<file path="src/rtl/uart_rx_fifo.sv">
// uart_rx_fifo: receive-side elastic buffer behind uart_rx with sticky overflow; optional error-frame drop via UART_RX_FIFO_DROP_ERR_EN
module uart_rx_fifo #(
  parameter int DATA_WIDTH = 8,
  parameter int DEPTH      = 16,
  parameter int AF_LEVEL   = 12
) (
  input  logic                     uart_clk,
  input  logic                     rst,
  input  logic [DATA_WIDTH-1:0]    in_data,
  input  logic                     in_frame_err,
  input  logic                     in_valid,
  output logic                     in_ready,
  output logic [DATA_WIDTH-1:0]    out_data,
  output logic                     out_frame_err,
  output logic                     out_valid,
  input  logic                     out_ready,
  output logic [$clog2(DEPTH):0]   level,
  output logic                     empty,
  output logic                     full,
  output logic                     almost_full,
  output logic                     overflow,
  input  logic                     ovf_clear,
  output logic [7:0]               drop_err_cnt
);
  localparam int AW = $clog2(DEPTH);
  localparam int LW = AW + 1;
  localparam int EW = DATA_WIDTH + 1;
  logic [EW-1:0] mem_q [DEPTH];
  logic [AW-1:0] wr_ptr_q, wr_ptr_d, rd_ptr_q, rd_ptr_d;
  logic [LW-1:0] level_q, level_d;
  logic          overflow_q, overflow_d;
  logic [7:0]    drop_err_cnt_q, drop_err_cnt_d;
  logic          pop, push, drop, store;
  logic [EW-1:0] head;
  assign in_ready    = !rst;
  assign empty       = level_q == '0;
  assign full        = level_q == LW'(DEPTH);
  assign almost_full = level_q >= LW'(AF_LEVEL);
  assign out_valid   = !empty;
  assign level       = level_q;
  assign overflow    = overflow_q;
  assign drop_err_cnt = drop_err_cnt_q;
  assign head          = mem_q[rd_ptr_q];
  assign out_data      = empty ? '0 : head[DATA_WIDTH-1:0];
  assign out_frame_err = empty ? 1'b0 : head[DATA_WIDTH];
  assign pop  = out_valid & out_ready;
  assign push = in_valid & in_ready & (!full | pop);
  assign drop = in_valid & full & !pop;
`ifdef UART_RX_FIFO_DROP_ERR_EN
  // Errored frames complete the handshake but are only counted, never stored
  always_comb begin
    store          = push & !in_frame_err;
    drop_err_cnt_d = (in_valid & in_ready & in_frame_err & (drop_err_cnt_q != 8'hFF)) ? drop_err_cnt_q + 8'd1 : drop_err_cnt_q;
  end
`else
  // Errored frames are buffered like any other byte; the counter stays idle
  always_comb begin
    store          = push;
    drop_err_cnt_d = 8'd0;
  end
`endif
  // Next-state for pointers, occupancy and the sticky overflow flag (a drop beats a clear)
  always_comb begin
    wr_ptr_d   = store ? wr_ptr_q + AW'(1) : wr_ptr_q;
    rd_ptr_d   = pop ? rd_ptr_q + AW'(1) : rd_ptr_q;
    level_d    = level_q + LW'(store) - LW'(pop);
    overflow_d = drop | (overflow_q & !ovf_clear);
  end
  // Control state register; storage contents are deliberately left out of reset
  always_ff @(posedge uart_clk) begin
    if (rst) begin
      wr_ptr_q       <= '0;
      rd_ptr_q       <= '0;
      level_q        <= '0;
      overflow_q     <= 1'b0;
      drop_err_cnt_q <= 8'd0;
    end else begin
      wr_ptr_q       <= wr_ptr_d;
      rd_ptr_q       <= rd_ptr_d;
      level_q        <= level_d;
      overflow_q     <= overflow_d;
      drop_err_cnt_q <= drop_err_cnt_d;
    end
  end
  // Entry write at the tail pointer
  always_ff @(posedge uart_clk) begin
    if (store) mem_q[wr_ptr_q] <= {in_frame_err, in_data};
  end
endmodule

</file>
<file path="config.mk">
export PLATFORM = sky130hd
export DESIGN_NAME = uart_rx_fifo
export DESIGN_NICKNAME = d
export VERILOG_FILES = /design/src/rtl/uart_rx_fifo.sv
export SDC_FILE = /design/constraint.sdc
export NUM_CORES = 1
export LEC_CHECK = 0
export CAP_MARGIN = 20
export CORE_ASPECT_RATIO = 1.1
export CORE_MARGIN = 3
export CORE_UTILIZATION = 30
export DETAILED_ROUTE_END_ITERATION = 16
export SLEW_MARGIN = 25
export SYNTH_ARGS = -nofsm -noshare
export SYNTH_HDL_FRONTEND = slang
export SYNTH_SLANG_ARGS = --single-unit
</file>
<file path="constraint.sdc">
create_clock -name uart_clk -period 2.8 [get_ports uart_clk]
set_clock_uncertainty 0.1 [all_clocks]
set_input_delay 0.56 -clock uart_clk [delete_from_list [all_inputs] [get_ports uart_clk]]
set_output_delay 0.56 -clock uart_clk [all_outputs]
set_load 0.03 [all_outputs]
</file>
==> results.sh <==
export IMPL_status="finished, final reports clean"
export IMPL_finalMaxSlewViolations=0
export IMPL_seq_area_frac_synth=0.702
export IMPL_cts_htree_levels=4
export IMPL_switchingPower_mw=2.17
export IMPL_internal_power_mw=5.19
export IMPL_fillCellCount=2021
export IMPL_pwr_density_cell_nw_per_um2=880
export IMPL_hold_viol=0
export IMPL_critical_path_max_stage_delay_ns=0.50
export IMPL_grt_pass1_vias=3675
export IMPL_worst_setup_path_end_kind="output port"
export IMPL_cts_sinks=162
export IMPL_setup_viol=0
export IMPL_ios=42
export IMPL_cts_made_buffers=17
export IMPL_synth_top_family_by_area="multiplexers"
export IMPL_dieArea_um2=24100
export IMPL_drt_initial_drc_count=181
export IMPL_yosys_mux_area_fraction=0.157
export IMPL_hold_class="flop to flop"
export IMPL_dp_slack_ns=-0.116
export IMPL_clkLatencyLatePin_ns=0.42
export IMPL_hpwl_um=8830
export IMPL_fin_hold_ws_ns=0.453
export IMPL_gr_usage_met1=0.154
export IMPL_grt_use_met3=0.0437
export IMPL_crit_arrival_ns=2.14
export IMPL_power_total_mw=7.35
export IMPL_r2r_setup_slack_ns=0.20
export IMPL_die_height_um=162
export IMPL_p_clk_frac=0.309
export IMPL_grt_pass1_wl_um=21400
export IMPL_place_area_um2=7550
export IMPL_switching_share=0.294
export IMPL_areaGrowthSynthToFinish_pct=25.2
export IMPL_rsz0062_at_grt="true"
export IMPL_cellLeakagePower_nw=2.79
export IMPL_syn_inst=360
export IMPL_drc=0
export IMPL_nets=466
export IMPL_path_cells="buf_12 -> mux4_2 -> mux2_4 -> o21ai_2 -> a21oi_2 -> buf_6"
export IMPL_globalplace_congestion=0.808
export IMPL_grt_max_degree=22
export IMPL_seqPwrFrac=0.376
export IMPL_crit_path_start_kind="flop"
export IMPL_tightest_slew_ns=0.611
export IMPL_drive_above_1_share=0.338
export IMPL_relSlewSlack=0.592
export IMPL_stdcell_area_um2=8360
export IMPL_drv_cap=0
export IMPL_cp_slowest_cell="mux4_2"
export IMPL_hold_start="rd_ptr_q[3]"
export IMPL_netlist_area_um2=6680
export IMPL_finalNonFillerCells=742
export IMPL_coreArea_um2=21600
export IMPL_antenna_found_initial=0
export IMPL_fp_dieW_um=148
export IMPL_clk_pin_slew_worst_paths_ns=0.06
export IMPL_drtPass1Iterations=4
export IMPL_synth_main_ff_cell="edfxtp_1"
export IMPL_synthAdderAreaFrac=0.0255
export IMPL_cp_max_fo=8
export IMPL_n_antenna_cell=0
export IMPL_ys_types=41
export IMPL_peakVddDrop_uv=603
export IMPL_combPwrFrac=0.315
export IMPL_ant_nets=0
export IMPL_start_util=0.309
export IMPL_fin_ws_ns=0.00261
export IMPL_post_drt_wl_per_cell_um=18.7
export IMPL_r2r_start="level[2]"
export IMPL_routed_via_density=4.73
export IMPL_ys_ff_latch=162
export IMPL_cts_path_max_buffers=2
export IMPL_crit_buf_inv=2
export IMPL_vias=3512
export IMPL_cp_required_ns=2.14
export IMPL_yosysWarnings=0
export IMPL_timing_fmax_mhz=357
export IMPL_fin_crit_sh=0.999
export IMPL_post_place_cells=701
export IMPL_synth_xor_area_frac=0.00918
export IMPL_grt_usage=0.120
export IMPL_crit_type="flop to output port"
export IMPL_finalCriticalPeriod_ns=2.80
export IMPL_syn_area_per_cell_um2=18.5
export IMPL_cp_top_family="multiplexers"
export IMPL_use_met2=0.195
export IMPL_gr_total_overflow=0
export IMPL_synthArstFlopShare=0
export IMPL_rows=56
export IMPL_synth_edf_count=144
export IMPL_cts_tree="built"
export IMPL_busiest_layer="met2"
export IMPL_cts_root_buf="clkbuf_16"
export IMPL_portBuffers=33
export IMPL_synth_compound_area_frac=0.0272
export IMPL_yosys_area_share_simple=0.0399
export IMPL_wirelength_um=13900
## cells in the final DEF (no fill, tap or decap), types with 6 or more instances in the layout
cell             Yosys  layout
inv_1               12      12
clkdlybuf4s50_1      0      21
nand3_1             10       9
a21oi_1             14       8
nor2_1              16      16
mux2i_1              9       8
conb_1               1       8
clkbuf_16            0      18
o21ai_2              0       8
dfxtp_1             18      13
buf_6                3       7
buf_4               12      38
buf_12               1      10
mux4_2              23      32
ha_1                12      12
edfxtp_1           144     144
a21oi_2              0       6
## stage by stage
stage	setup TNS [ns]	util
CTS	-0.0984	0.382
global placement	0	0.350
detailed placement	-0.237	0.350
global route	-0.343	0.387
finish	0	0.387
floorplan	0	-
## power groups by stage
stage	Combinational [mW]	Clock (mW)	Sequential (mW)
floorplan	1.23	0	2.87
global placement	1.95	0	2.80
detailed placement	1.99	0	2.81
CTS	2.16	2.32	2.76
global route	2.48	2.44	2.77
finish	2.32	2.27	2.77
## final timing paths
path | end | cells past startpoint
max | out_frame_err | 6
min | flop | 2
max reg2reg | level[4] | 11
min reg2reg | flop | 2
## Yosys cell counts (all sizes together) (4+ instances only)
master	instances	area (µm²)
edfxtp	144	4320
mux4	36	860
buf	18	154
dfxtp	18	360
nor2	16	60.1
a21oi	14	70.1
ha	12	150
inv	12	45.0
o21ai	12	60.1
nand3	10	50.1
clkbuf	9	57.6
mux2	9	101
mux2i	9	90.1
and3	5	31.3
nand2	5	18.8
nor3	4	20.0
xnor2	4	35.0
## worst reg2reg max path, delay by kind of cell (launching register included)
kind / cells / cell delay [ns]
flops: 1 / 0.32
fa+ha+maj: 3 / 0.77
buf+inv: 1 / 0.08
xor+xnor: 1 / 0.16
simple gates: 3 / 0.69
compound gates: 3 / 0.37
## logic make-up after synthesis
kind of cell	after synthesis
compound gates	32
xor+xnor	7
fa+ha+maj	13
buf+inv	39
flops	162
mux	54
other cells	1
simple gates	52
## routing by layer
layer  vias to the layer above  part of all wire
li1                       1563                 -
met4                         0            0.0050
met3                         6             0.050
met5                         -                 0
met1                      1836              0.45
met2                       107              0.49
## flip-flops by register name (all words and copies together), names as in the netlist, named ones only
register	count
rd_ptr_q	4
overflow	1
wr_ptr_q	4
level	5
mem_q	144
## cell type report
| type | count | area, µm² | area share |
|---|---|---|---|
| multi-input combinational | 166 | 1820 | 0.218 |
| clock inverter | 13 | 150 | 0.0180 |
| inverter | 12 | 45.0 | 0.00539 |
| sequential | 162 | 4700 | 0.562 |
| timing repair buffer | 80 | 851 | 0.102 |
| clock buffer | 19 | 433 | 0.0518 |
| tap | 290 | 363 | 0.0434 |
## repair_timing
| item | 4_1_cts | 5_1_grt |
|---|---|---|
| gates cloned | 0 | 1 |
| hold buffers | 0 | 0 |
| buffers inserted | 5 | 3 |
| endpoints found under the setup margin | 11 | 10 |
| gates resized for setup | 59 | 29 |
| pin swaps | 2 | 2 |
Power figures use the tool's default switching activity.
